File: config.mk
export PLATFORM = sky130hd
export DESIGN_NAME = adder_err_accum_flat
export DESIGN_NICKNAME = d
export VERILOG_FILES = /design/src/rtl/adder_err_accum_if.sv /design/src/rtl/adder_err_accum.sv /design/src/flat_wrapper.sv
export SDC_FILE = /design/constraint.sdc
export NUM_CORES = 1
export LEC_CHECK = 0
export BUFFER_PORTS_ARGS = -buffer_cell sky130_fd_sc_hd__buf_4
export CAP_MARGIN = 20
export CORE_ASPECT_RATIO = 2
export CORE_MARGIN = 5
export CORE_UTILIZATION = 54
export CTS_BUF_LIST = sky130_fd_sc_hd__clkbuf_2
export DETAILED_ROUTE_END_ITERATION = 10
export PLACE_DENSITY_LB_ADDON = 0.3
export SYNTH_ARGS = -nofsm -noshare
export SYNTH_HDL_FRONTEND = slang
export SYNTH_SLANG_ARGS = --single-unit
export TNS_END_PERCENT = 100
File: constraint.sdc
create_clock -name clk -period 3.1 [get_ports clk]
set_input_delay 0.62 -clock clk [delete_from_list [all_inputs] [get_ports clk]]
set_output_delay 0.62 -clock clk [all_outputs]
set_load 0.005 [all_outputs]
File: src/rtl/adder_err_accum_if.sv
`default_nettype none
// ============================================================================
// Module   : adder_err_accum_if
// Brief    : Run control, sample pair and result bundle for adder_err_accum.
//            sum_sq exists only when ADDER_ERR_ACCUM_MSE_EN is defined.
// Revision : 1.0 - initial release
// ============================================================================
interface adder_err_accum_if #(
    parameter int WIDTH = 17
);
    logic               start;
    logic               in_valid;
    logic               in_ready;
    logic [WIDTH-1:0]   exact;
    logic [WIDTH-1:0]   approx;
    logic               busy;
    logic               done;
    logic [WIDTH+31:0]  sum_ed;
    logic [WIDTH-1:0]   max_ed;
    logic [31:0]        err_cnt;
`ifdef ADDER_ERR_ACCUM_MSE_EN
    logic [2*WIDTH+31:0] sum_sq;
`endif

    modport master (
`ifdef ADDER_ERR_ACCUM_MSE_EN
        input  sum_sq,
`endif
        output start, in_valid, exact, approx,
        input  in_ready, busy, done, sum_ed, max_ed, err_cnt
    );

    modport slave (
`ifdef ADDER_ERR_ACCUM_MSE_EN
        output sum_sq,
`endif
        input  start, in_valid, exact, approx,
        output in_ready, busy, done, sum_ed, max_ed, err_cnt
    );
endinterface
`default_nettype wire

File: src/rtl/adder_err_accum.sv
`default_nettype none
// ============================================================================
// Module   : adder_err_accum
// Brief    : Accumulates |exact - approx| statistics over SAMPLES result pairs.
//            Define ADDER_ERR_ACCUM_MSE_EN to add the squared-error sum sum_sq.
// Revision : 1.0 - initial release
// ============================================================================
module adder_err_accum #(
    parameter int          WIDTH   = 17,
    parameter int unsigned SAMPLES = 65536
) (
    input  wire logic         clk,
    input  wire logic         rst,
    adder_err_accum_if.slave  bus
);

    localparam logic [1:0] c_st_idle  = 2'd0;
    localparam logic [1:0] c_st_run   = 2'd1;
    localparam logic [1:0] c_st_drain = 2'd2;
    localparam logic [1:0] c_st_done  = 2'd3;

    localparam logic [31:0] c_last = 32'(SAMPLES - 1);

    logic [1:0]         r_state;
    logic [31:0]        r_cnt;
    logic               r_s1_vld;
    logic [WIDTH-1:0]   r_ed;
    logic [WIDTH+31:0]  r_sum_ed;
    logic [WIDTH-1:0]   r_max_ed;
    logic [31:0]        r_err_cnt;

    logic               w_accept;
    logic               w_start;
    logic [WIDTH-1:0]   w_ed;

    assign w_accept = bus.in_valid && (r_state == c_st_run);
    assign w_start  = bus.start && ((r_state == c_st_idle) || (r_state == c_st_done));
    // Subtract the smaller from the larger so the distance never wraps
    assign w_ed     = (bus.exact >= bus.approx) ? (bus.exact - bus.approx)
                                                : (bus.approx - bus.exact);

    always_ff @(posedge clk) begin
        if (rst) begin
            r_state <= c_st_idle;
            r_cnt   <= 32'd0;
        end else begin
            case (r_state)
                c_st_idle, c_st_done: begin
                    if (bus.start) begin
                        r_state <= c_st_run;
                        r_cnt   <= 32'd0;
                    end
                end
                c_st_run: begin
                    if (w_accept) begin
                        r_cnt <= r_cnt + 32'd1;
                        if (r_cnt == c_last) begin
                            r_state <= c_st_drain;
                        end
                    end
                end
                default: begin
                    r_state <= c_st_done;
                end
            endcase
        end
    end

    always_ff @(posedge clk) begin
        if (rst) begin
            r_s1_vld <= 1'b0;
            r_ed     <= '0;
        end else begin
            r_s1_vld <= w_accept;
            if (w_accept) begin
                r_ed <= w_ed;
            end
        end
    end

    // Stage 2 lands on the DRAIN->DONE edge, so the final beat is in the results
    always_ff @(posedge clk) begin
        if (rst || w_start) begin
            r_sum_ed  <= '0;
            r_max_ed  <= '0;
            r_err_cnt <= 32'd0;
        end else if (r_s1_vld) begin
            r_sum_ed <= r_sum_ed + {32'd0, r_ed};
            if (r_ed > r_max_ed) begin
                r_max_ed <= r_ed;
            end
            if (r_ed != '0) begin
                r_err_cnt <= r_err_cnt + 32'd1;
            end
        end
    end

`ifdef ADDER_ERR_ACCUM_MSE_EN
    logic [2*WIDTH-1:0]  w_sq;
    logic [2*WIDTH+31:0] r_sum_sq;

    assign w_sq = {{WIDTH{1'b0}}, r_ed} * {{WIDTH{1'b0}}, r_ed};

    always_ff @(posedge clk) begin
        if (rst || w_start) begin
            r_sum_sq <= '0;
        end else if (r_s1_vld) begin
            r_sum_sq <= r_sum_sq + {32'd0, w_sq};
        end
    end

    assign bus.sum_sq = r_sum_sq;
`endif

    assign bus.in_ready = (r_state == c_st_run);
    assign bus.busy     = (r_state == c_st_run) || (r_state == c_st_drain);
    assign bus.done     = (r_state == c_st_done);
    assign bus.sum_ed   = r_sum_ed;
    assign bus.max_ed   = r_max_ed;
    assign bus.err_cnt  = r_err_cnt;

endmodule
`default_nettype wire

File: src/flat_wrapper.sv
// flat-port wrapper written by rule: the top's interface ports become plain ports
module adder_err_accum_flat 
#(
    parameter int          WIDTH   = 17,
    parameter int unsigned SAMPLES = 65536
)
  (clk, rst, bus_start, bus_in_valid, bus_exact, bus_approx, bus_in_ready, bus_busy, bus_done, bus_sum_ed, bus_max_ed, bus_err_cnt);
  adder_err_accum_if #(.WIDTH(WIDTH)) bus_i ();
  input  wire logic clk;
  input  wire logic rst;
  input wire logic [$bits(bus_i.start)-1:0] bus_start;
  input wire logic [$bits(bus_i.in_valid)-1:0] bus_in_valid;
  input wire logic [$bits(bus_i.exact)-1:0] bus_exact;
  input wire logic [$bits(bus_i.approx)-1:0] bus_approx;
  output wire logic [$bits(bus_i.in_ready)-1:0] bus_in_ready;
  output wire logic [$bits(bus_i.busy)-1:0] bus_busy;
  output wire logic [$bits(bus_i.done)-1:0] bus_done;
  output wire logic [$bits(bus_i.sum_ed)-1:0] bus_sum_ed;
  output wire logic [$bits(bus_i.max_ed)-1:0] bus_max_ed;
  output wire logic [$bits(bus_i.err_cnt)-1:0] bus_err_cnt;
  assign bus_i.start = bus_start;
  assign bus_i.in_valid = bus_in_valid;
  assign bus_i.exact = bus_exact;
  assign bus_i.approx = bus_approx;
  assign bus_in_ready = bus_i.in_ready;
  assign bus_busy = bus_i.busy;
  assign bus_done = bus_i.done;
  assign bus_sum_ed = bus_i.sum_ed;
  assign bus_max_ed = bus_i.max_ed;
  assign bus_err_cnt = bus_i.err_cnt;
  adder_err_accum #(.WIDTH(WIDTH), .SAMPLES(SAMPLES)) u_core (.clk(clk), .rst(rst), .bus(bus_i));
endmodule
==> results of run 1 <==
-- registers in the layout, summed over array words and instances (netlist names) --
signal and cells:
u_core.bus.err_cnt 32, u_core.r_ed 17, u_core.r_state 2, u_core.r_s1_vld 1, u_core.r_cnt 32, u_core.bus.max_ed 17, u_core.bus.sum_ed 49
-- per-stage QoR --
stage                     setup slack, ns  area (µm²)  std cells
final                               0.227       11200       1546
after global routing               0.0474       11200       1546
after CTS                           0.123       11200       1545
after detailed placement          -0.0651       11000       1514
after global placement             0.0124       11000       1514
after floorplan                     0.185        9390       1142
-- power groups by stage --
stage          logic [mW]  clock network (mW)  registers (mW)
6_report             1.63                1.16            2.10
2_1_floorplan        1.12                   0            2.10
3_5_place_dp         1.62                   0            2.13
4_1_cts              1.63                1.19            2.10
3_3_place_gp         1.60                   0            2.13
5_1_grt              1.80                1.28            2.11
-- Yosys cell counts, types with 4 or more instances --
| library cell | number | area share |
|---|---|---|
| nor2_1 | 134 | 0.054 |
| a211oi_1 | 20 | 0.016 |
| a31oi_1 | 10 | 0.0067 |
| o22ai_1 | 5 | 0.0033 |
| o21a_1 | 6 | 0.0048 |
| xor2_1 | 62 | 0.058 |
| nand3_1 | 74 | 0.039 |
| a21oi_1 | 71 | 0.038 |
| nand3b_1 | 4 | 0.0032 |
| and2_1 | 7 | 0.0047 |
| or3_1 | 19 | 0.013 |
| xnor2_1 | 30 | 0.028 |
| nand2_1 | 66 | 0.026 |
| and3_1 | 19 | 0.013 |
| nand4_1 | 37 | 0.025 |
| clkbuf_1 | 30 | 0.012 |
| dfxtp_1 | 150 | 0.32 |
| nor2b_1 | 11 | 0.0073 |
| o21ai_0 | 45 | 0.024 |
| or2_2 | 4 | 0.0027 |
| buf_6 | 6 | 0.0072 |
| nand2b_1 | 13 | 0.0087 |
| nor3_1 | 15 | 0.0080 |
| o31a_1 | 4 | 0.0037 |
| nor4_1 | 11 | 0.0073 |
| and4_1 | 7 | 0.0065 |
| buf_4 | 4 | 0.0032 |
| ha_1 | 72 | 0.096 |
| o211ai_1 | 10 | 0.0080 |
| a21o_1 | 26 | 0.021 |
| mux2_2 | 4 | 0.0048 |
| mux2i_1 | 19 | 0.020 |
| inv_1 | 75 | 0.030 |
-- cell families (layout without fill, tap and decap cells) --
logic type	after synthesis	count (layout)	synth area share
AOI/OAI and AO/OA	250	250	0.183
buffers and inverters	119	312	0.0550
and+or+nand+nor	432	432	0.227
muxes	24	24	0.0267
other	0	1	0
xor gates and xnor gates	92	92	0.0858
adders and majority gates	75	75	0.102
DFF	150	150	0.320
-- worst max-delay path by stage --
stage                                 end  slack (ns)  cells past startpoint
finish              u_core.bus.sum_ed[22]        0.23                     12
CTS                 u_core.bus.sum_ed[24]        0.12                     11
global route        u_core.bus.sum_ed[18]        0.05                     12
global placement           u_core.r_ed[4]        0.01                     12
floorplan                  u_core.r_ed[4]        0.19                     11
detailed placement         u_core.r_ed[4]       -0.07                     12
-- area by class of cell --
cell class | instances | area [µm²] | share of cell area
clock inverter | 13 | 158 | 0.0140
antenna | 1 | 2.50 | 0.000223
tap | 210 | 263 | 0.0234
clock buffer | 18 | 90.1 | 0.00802
multi-input combinational | 873 | 5880 | 0.523
sequential | 150 | 3000 | 0.267
timing repair buffer | 206 | 1560 | 0.139
inverter | 75 | 282 | 0.0251
-- layout by cell type (no fill, tap or decap), drive strengths merged, types with 4 or more instances in the layout --
| cell | Yosys | routed |
|---|---|---|
| a211o | 4 | 4 |
| a211oi | 21 | 21 |
| a21o | 26 | 26 |
| a21oi | 74 | 74 |
| a31oi | 10 | 10 |
| and2 | 7 | 7 |
| and3 | 20 | 20 |
| and4 | 7 | 7 |
| buf | 13 | 206 |
| clkbuf | 30 | 18 |
| clkinv | 0 | 7 |
| dfxtp | 150 | 150 |
| ha | 72 | 72 |
| inv | 75 | 76 |
| mux2 | 5 | 5 |
| mux2i | 19 | 19 |
| nand2 | 68 | 68 |
| nand2b | 13 | 13 |
| nand3 | 74 | 74 |
| nand3b | 4 | 4 |
| nand4 | 37 | 37 |
| nor2 | 136 | 136 |
| nor2b | 11 | 11 |
| nor3 | 15 | 15 |
| nor4 | 11 | 11 |
| o211ai | 10 | 10 |
| o21a | 6 | 6 |
| o21ai | 48 | 48 |
| o21bai | 4 | 4 |
| o22ai | 5 | 5 |
| o31a | 4 | 4 |
| o31ai | 4 | 4 |
| or2 | 5 | 5 |
| or3 | 19 | 19 |
| xnor2 | 30 | 30 |
| xor2 | 62 | 62 |
-- routing by layer --
layer | vias to the layer above | GRT usage | share of wire
met5 | - | 0 | 0
met4 | 0 | 0.104 | 0.032
met3 | 55 | 0.0492 | 0.046
met2 | 192 | 0.461 | 0.56
met1 | 4142 | 0.242 | 0.36
li1 | 4438 | - | -
-- critical path: stages, from the launching register on --
cell      delay, ns
dfxtp_1        0.40
ha_1           0.17
inv_1          0.05
fa_1           0.39
nor2b_1        0.17
o21a_1         0.15
o21ai_0        0.13
a21oi_2        0.24
o211ai_1       0.26
buf_4          0.26
nand2_1        0.22
a31oi_1        0.13
a41o_1         0.22
==> out/qor.csv, run 1 <==
stage;metric;value;unit
route;via_per_inst;5.71;
die;die_area;0.0203;mm²
setup_path;critPathArrivalTime;3.53;ns
timing;rsz0062_at_grt;false;
place;dp_hpwl;18.9;mm
synth;yosysUniqueCellTypes;76;
outcome;status;completed;
grt;overflow;0;
layout;drive_gt1_frac;0.199;
pwr;power.switching;1.80;mW
die;die_h;196;µm
synth;syn_area;0.00939;mm²
synth;ys_seq_area_frac;0.320;
synth;syn_inst;1142;
worst_hold_path;min_from;bus_start;
timing;min_period;2.87;ns
grt;grt_pass1_vias;8728;
clock_tree;numCtsBuffers;17;
pwr;p_per_area;434;mW/mm²
setup_path;startpoint_type;flop;
setup_path;r2r_start;u_core.bus.sum_ed[0];
pwr;ir_drop;0.000230;V
grt;antenna_found_initial;1;
job;drv_cap;0;
synth;ys_async_sr_fraction;0;
pwr;p_int;3.08;mW
pwr;power_frac_clock;0.238;
clock_tree;worstSkewPairLatency;0.76;ns
clock_tree;ctsHoldBuffers;0;
clock_tree;root_buffer;clkbuf_2;
clock_tree;clock_sink_count;150;
setup_path;worstSetupPathType;flop to flop;
clock_tree;cts_tree;yes;
pwr;switching_share;0.368;
layout;fin_nets;1436;
setup_path;cp_data_required_time;3.76;ns
die;num_rows;68;
place;gp_congestion;0.932;
synth;avgSynthCellArea;8.22;µm²
route;drc;0;
pwr;p_comb_frac;0.333;
timing;maxClockFrequency;0.348;GHz
route;postRouteAntennaNets;0;
timing;slew_violations;0;
grt;groute.usage.overall;0.242;
synth;synth_edf_count;0;
die;initial_core_util;0.546;
timing;setup_violations;0;
synth;synth_nets;1255;
worst_hold_path;worstHoldEndpoint;u_core.r_state[1];
grt;grt_first_pass_wirelength;39.8;mm
place;portBuffers;138;
setup_path;endpoint_kind;flop;
worst_hold_path;hold_depth;2;
timing;tightest_slew;0.846;ns
die;io_pins;139;
pwr;pwr-share-seq;0.430;
die;core_area;0.0172;mm²
timing;skew;0.0331;ns
route;via_count;8827;
setup_path;reg2reg_depth;12;
clock_tree;htree_levels;4;
pwr;p_leak;4.85;nW
pwr;report.power.total;4.88;mW
route;drt_pre_antenna_iters;5;
layout;fillCellCount;1542;
layout;fin_util;0.654;
timing;max-slew-margin-rel;0.431;
timing;hold_viol_final;0;
worst_hold_path;min_path_type;input pin to flop;
clock_tree;cts_setup_buffers;0;
synth;ys.flop_type;dfxtp_1;
timing;whs;0.0959;ns
timing;period_share;0.927;
clock_tree;cts_buffer_depth;2;
timing;setup_tns;0;ns
clock_tree;clkSlewWorstSetupHoldPaths;0.20;ns
grt;grt_max_degree;39;
setup_path;path_max_fanout;9;
synth;ys_ff_latch;150;
synth;ys.warnings.count;0;
route;routed_wl;24.0;mm
setup_path;startpoint;u_core.bus.sum_ed[0];
setup_path;rrSetupSlack;0.23;ns
route;detail_route.wl_per_cell;15.5;µm
clock_tree;cts_resized;0;
route;drt_iter0_drc;350;
setup_path;r2r-end;u_core.bus.sum_ed[22];
layout;area_growth_syn_to_layout;19.7;%
die;die_x;103;µm
Power figures use the tool's default switching activity.
==> inputs of run 2 (changes only) <==
REMOVE_ABC_BUFFERS = 1   (was not set)
==> out/qor.csv, run 2 (synthesized netlist as in run 1, its figures left out) <==
stage;metric;value;unit
outcome;status;completed;
clock_tree;htree_levels;4;
timing;tightest_slew;0.795;ns
clock_tree;cts_setup_buffers;0;
die;initial_core_util;0.546;
die;die_x;103;µm
worst_hold_path;min_path_type;input pin to flop;
route;routed_wl;24.3;mm
place;dp_hpwl;19.2;mm
setup_path;startpoint;u_core.r_ed[0];
layout;fin_nets;1421;
die;die_area;0.0203;mm²
place;post-place-cells;1499;
timing;period_share;0.911;
layout;area_growth_syn_to_layout;18.2;%
grt;overflow;0;
route;drc;0;
pwr;ir_drop;0.000268;V
timing;hold_viol_final;0;
timing;max-slew-margin-rel;0.463;
setup_path;reg2reg_depth;11;
route;via_per_inst;5.79;
grt;grt_max_degree;32;
grt;antenna_found_initial;1;
pwr;p_per_area;434;mW/mm²
layout;fillCellCount;1544;
clock_tree;ctsHoldBuffers;0;
grt;grt_pass1_vias;8623;
clock_tree;root_buffer;clkbuf_2;
clock_tree;cts_resized;0;
layout;final_cell_count_no_fill;1532;
timing;setup_violations;0;
route;drt_pre_antenna_iters;5;
setup_path;startpoint_type;flop;
setup_path;rrSetupSlack;0.28;ns
die;core_area;0.0172;mm²
setup_path;r2r-end;u_core.bus.sum_ed[24];
setup_path;path_max_fanout;3;
grt;grt_first_pass_wirelength;39.8;mm
setup_path;endpoint_kind;flop;
setup_path;cp_data_required_time;3.75;ns
clock_tree;cts_tree;yes;
place;gp_congestion;0.950;
clock_tree;clock_sink_count;150;
timing;layout_setup_ws;0.276;ns
die;die_h;196;µm
setup_path;critPathArrivalTime;3.48;ns
place;place_worst_setup_slack;-0.00798;ns
setup_path;r2r_start;u_core.r_ed[0];
job;drv_cap;0;
route;postRouteAntennaNets;0;
timing;min_period;2.82;ns
layout;final_area;0.0111;mm²
route;detail_route.wl_per_cell;15.9;µm
clock_tree;worstSkewPairLatency;0.74;ns
clock_tree;cts_buffer_depth;2;
clock_tree;numCtsBuffers;17;
timing;whs;0.0932;ns
layout;final_common_cell;buf_4;
setup_path;cp-endpoint;u_core.bus.sum_ed[24];
layout;layout_common_cells;buf_4, dfxtp_1, nor2_1;
layout;drive_gt1_frac;0.190;
grt;groute.usage.overall;0.241;
timing;rsz0062_at_grt;false;
pwr;p_leak;4.75;nW
die;num_rows;68;
timing;slew_violations;0;
layout;largest_reg_flops;49;
route;drt_iter0_drc;365;
clock_tree;clkSlewWorstSetupHoldPaths;0.22;ns
route;via_count;8867;
place;place_area;0.0109;mm²
timing;maxClockFrequency;0.354;GHz
place;portBuffers;138;
timing;skew;0.0411;ns
setup_path;worstSetupPathType;flop to flop;
die;io_pins;139;
run 2: cell types whose count changed in the layout (fill, tap and decap cells not counted), sizes merged:
cell / before / now
clkbuf: 18 / 17
buf: 206 / 191
clkinvlp: 2 / 5
clkinv: 7 / 5
inv: 76 / 78
bufinv: 3 / 2
run 2: layout make-up:
cell class / instances / area [µm²] / area share
repair buffers: 191 / 1430 / 0.129
diodes: 1 / 2.50 / 0.000225
clock inverters: 15 / 154 / 0.0139
multi-input cells: 873 / 5880 / 0.529
clock buffers: 17 / 85.1 / 0.00767
flip-flops and latches: 150 / 3000 / 0.271
inverters: 75 / 282 / 0.0254
well taps: 210 / 263 / 0.0237
run 2: worst min path at each step:
stage / slack, ns / start / end / cells past startpoint
global route: 0.03 / bus_start / u_core.r_state[1] / 2
finish: 0.09 / bus_start / u_core.r_state[1] / 2
floorplan: 0.46 / u_core.r_cnt[8] / u_core.r_cnt[8] / 2
global placement: 0.47 / u_core.bus.err_cnt[31] / u_core.bus.err_cnt[31] / 2
detailed placement: 0.48 / u_core.bus.err_cnt[31] / u_core.bus.err_cnt[31] / 2
CTS: 0.01 / bus_start / u_core.r_state[1] / 2
run 2: critical path, cell delays in order, from the launching register on:
cell and delay (ns):
dfxtp_1 0.41, ha_1 0.18, inv_1 0.06, fa_1 0.37, nor2b_1 0.16, o21a_1 0.15, o21ai_0 0.12, a21oi_1 0.28
o211ai_1 0.24, a2111oi_0 0.54, xnor2_1 0.18, nor2_1 0.05
run 2: metal layers:
metal | global-route usage | vias to the layer above | part of all wire
li1 | - | 4397 | -
met1 | 0.247 | 4163 | 0.37
met2 | 0.452 | 232 | 0.55
met3 | 0.0397 | 75 | 0.043
met4 | 0.123 | 0 | 0.044
met5 | 0 | - | 0
run 2: report_power, final:
part | switching, mW | total (mW) | internal [mW]
logic | 0.999 | 1.61 | 0.607
registers | 0.0974 | 2.10 | 2.00
clock network | 0.745 | 1.12 | 0.370
run 2: per-stage QoR:
| step | util | setup TNS [ns] | power (mW) |
|---|---|---|---|
| floorplan | - | 0 | 3.13 |
| global placement | 0.632 | 0 | 3.70 |
| detailed placement | 0.632 | -0.00991 | 3.73 |
| CTS | 0.646 | 0 | 4.85 |
| global route | 0.646 | 0 | 5.11 |
| finish | 0.646 | 0 | 4.82 |
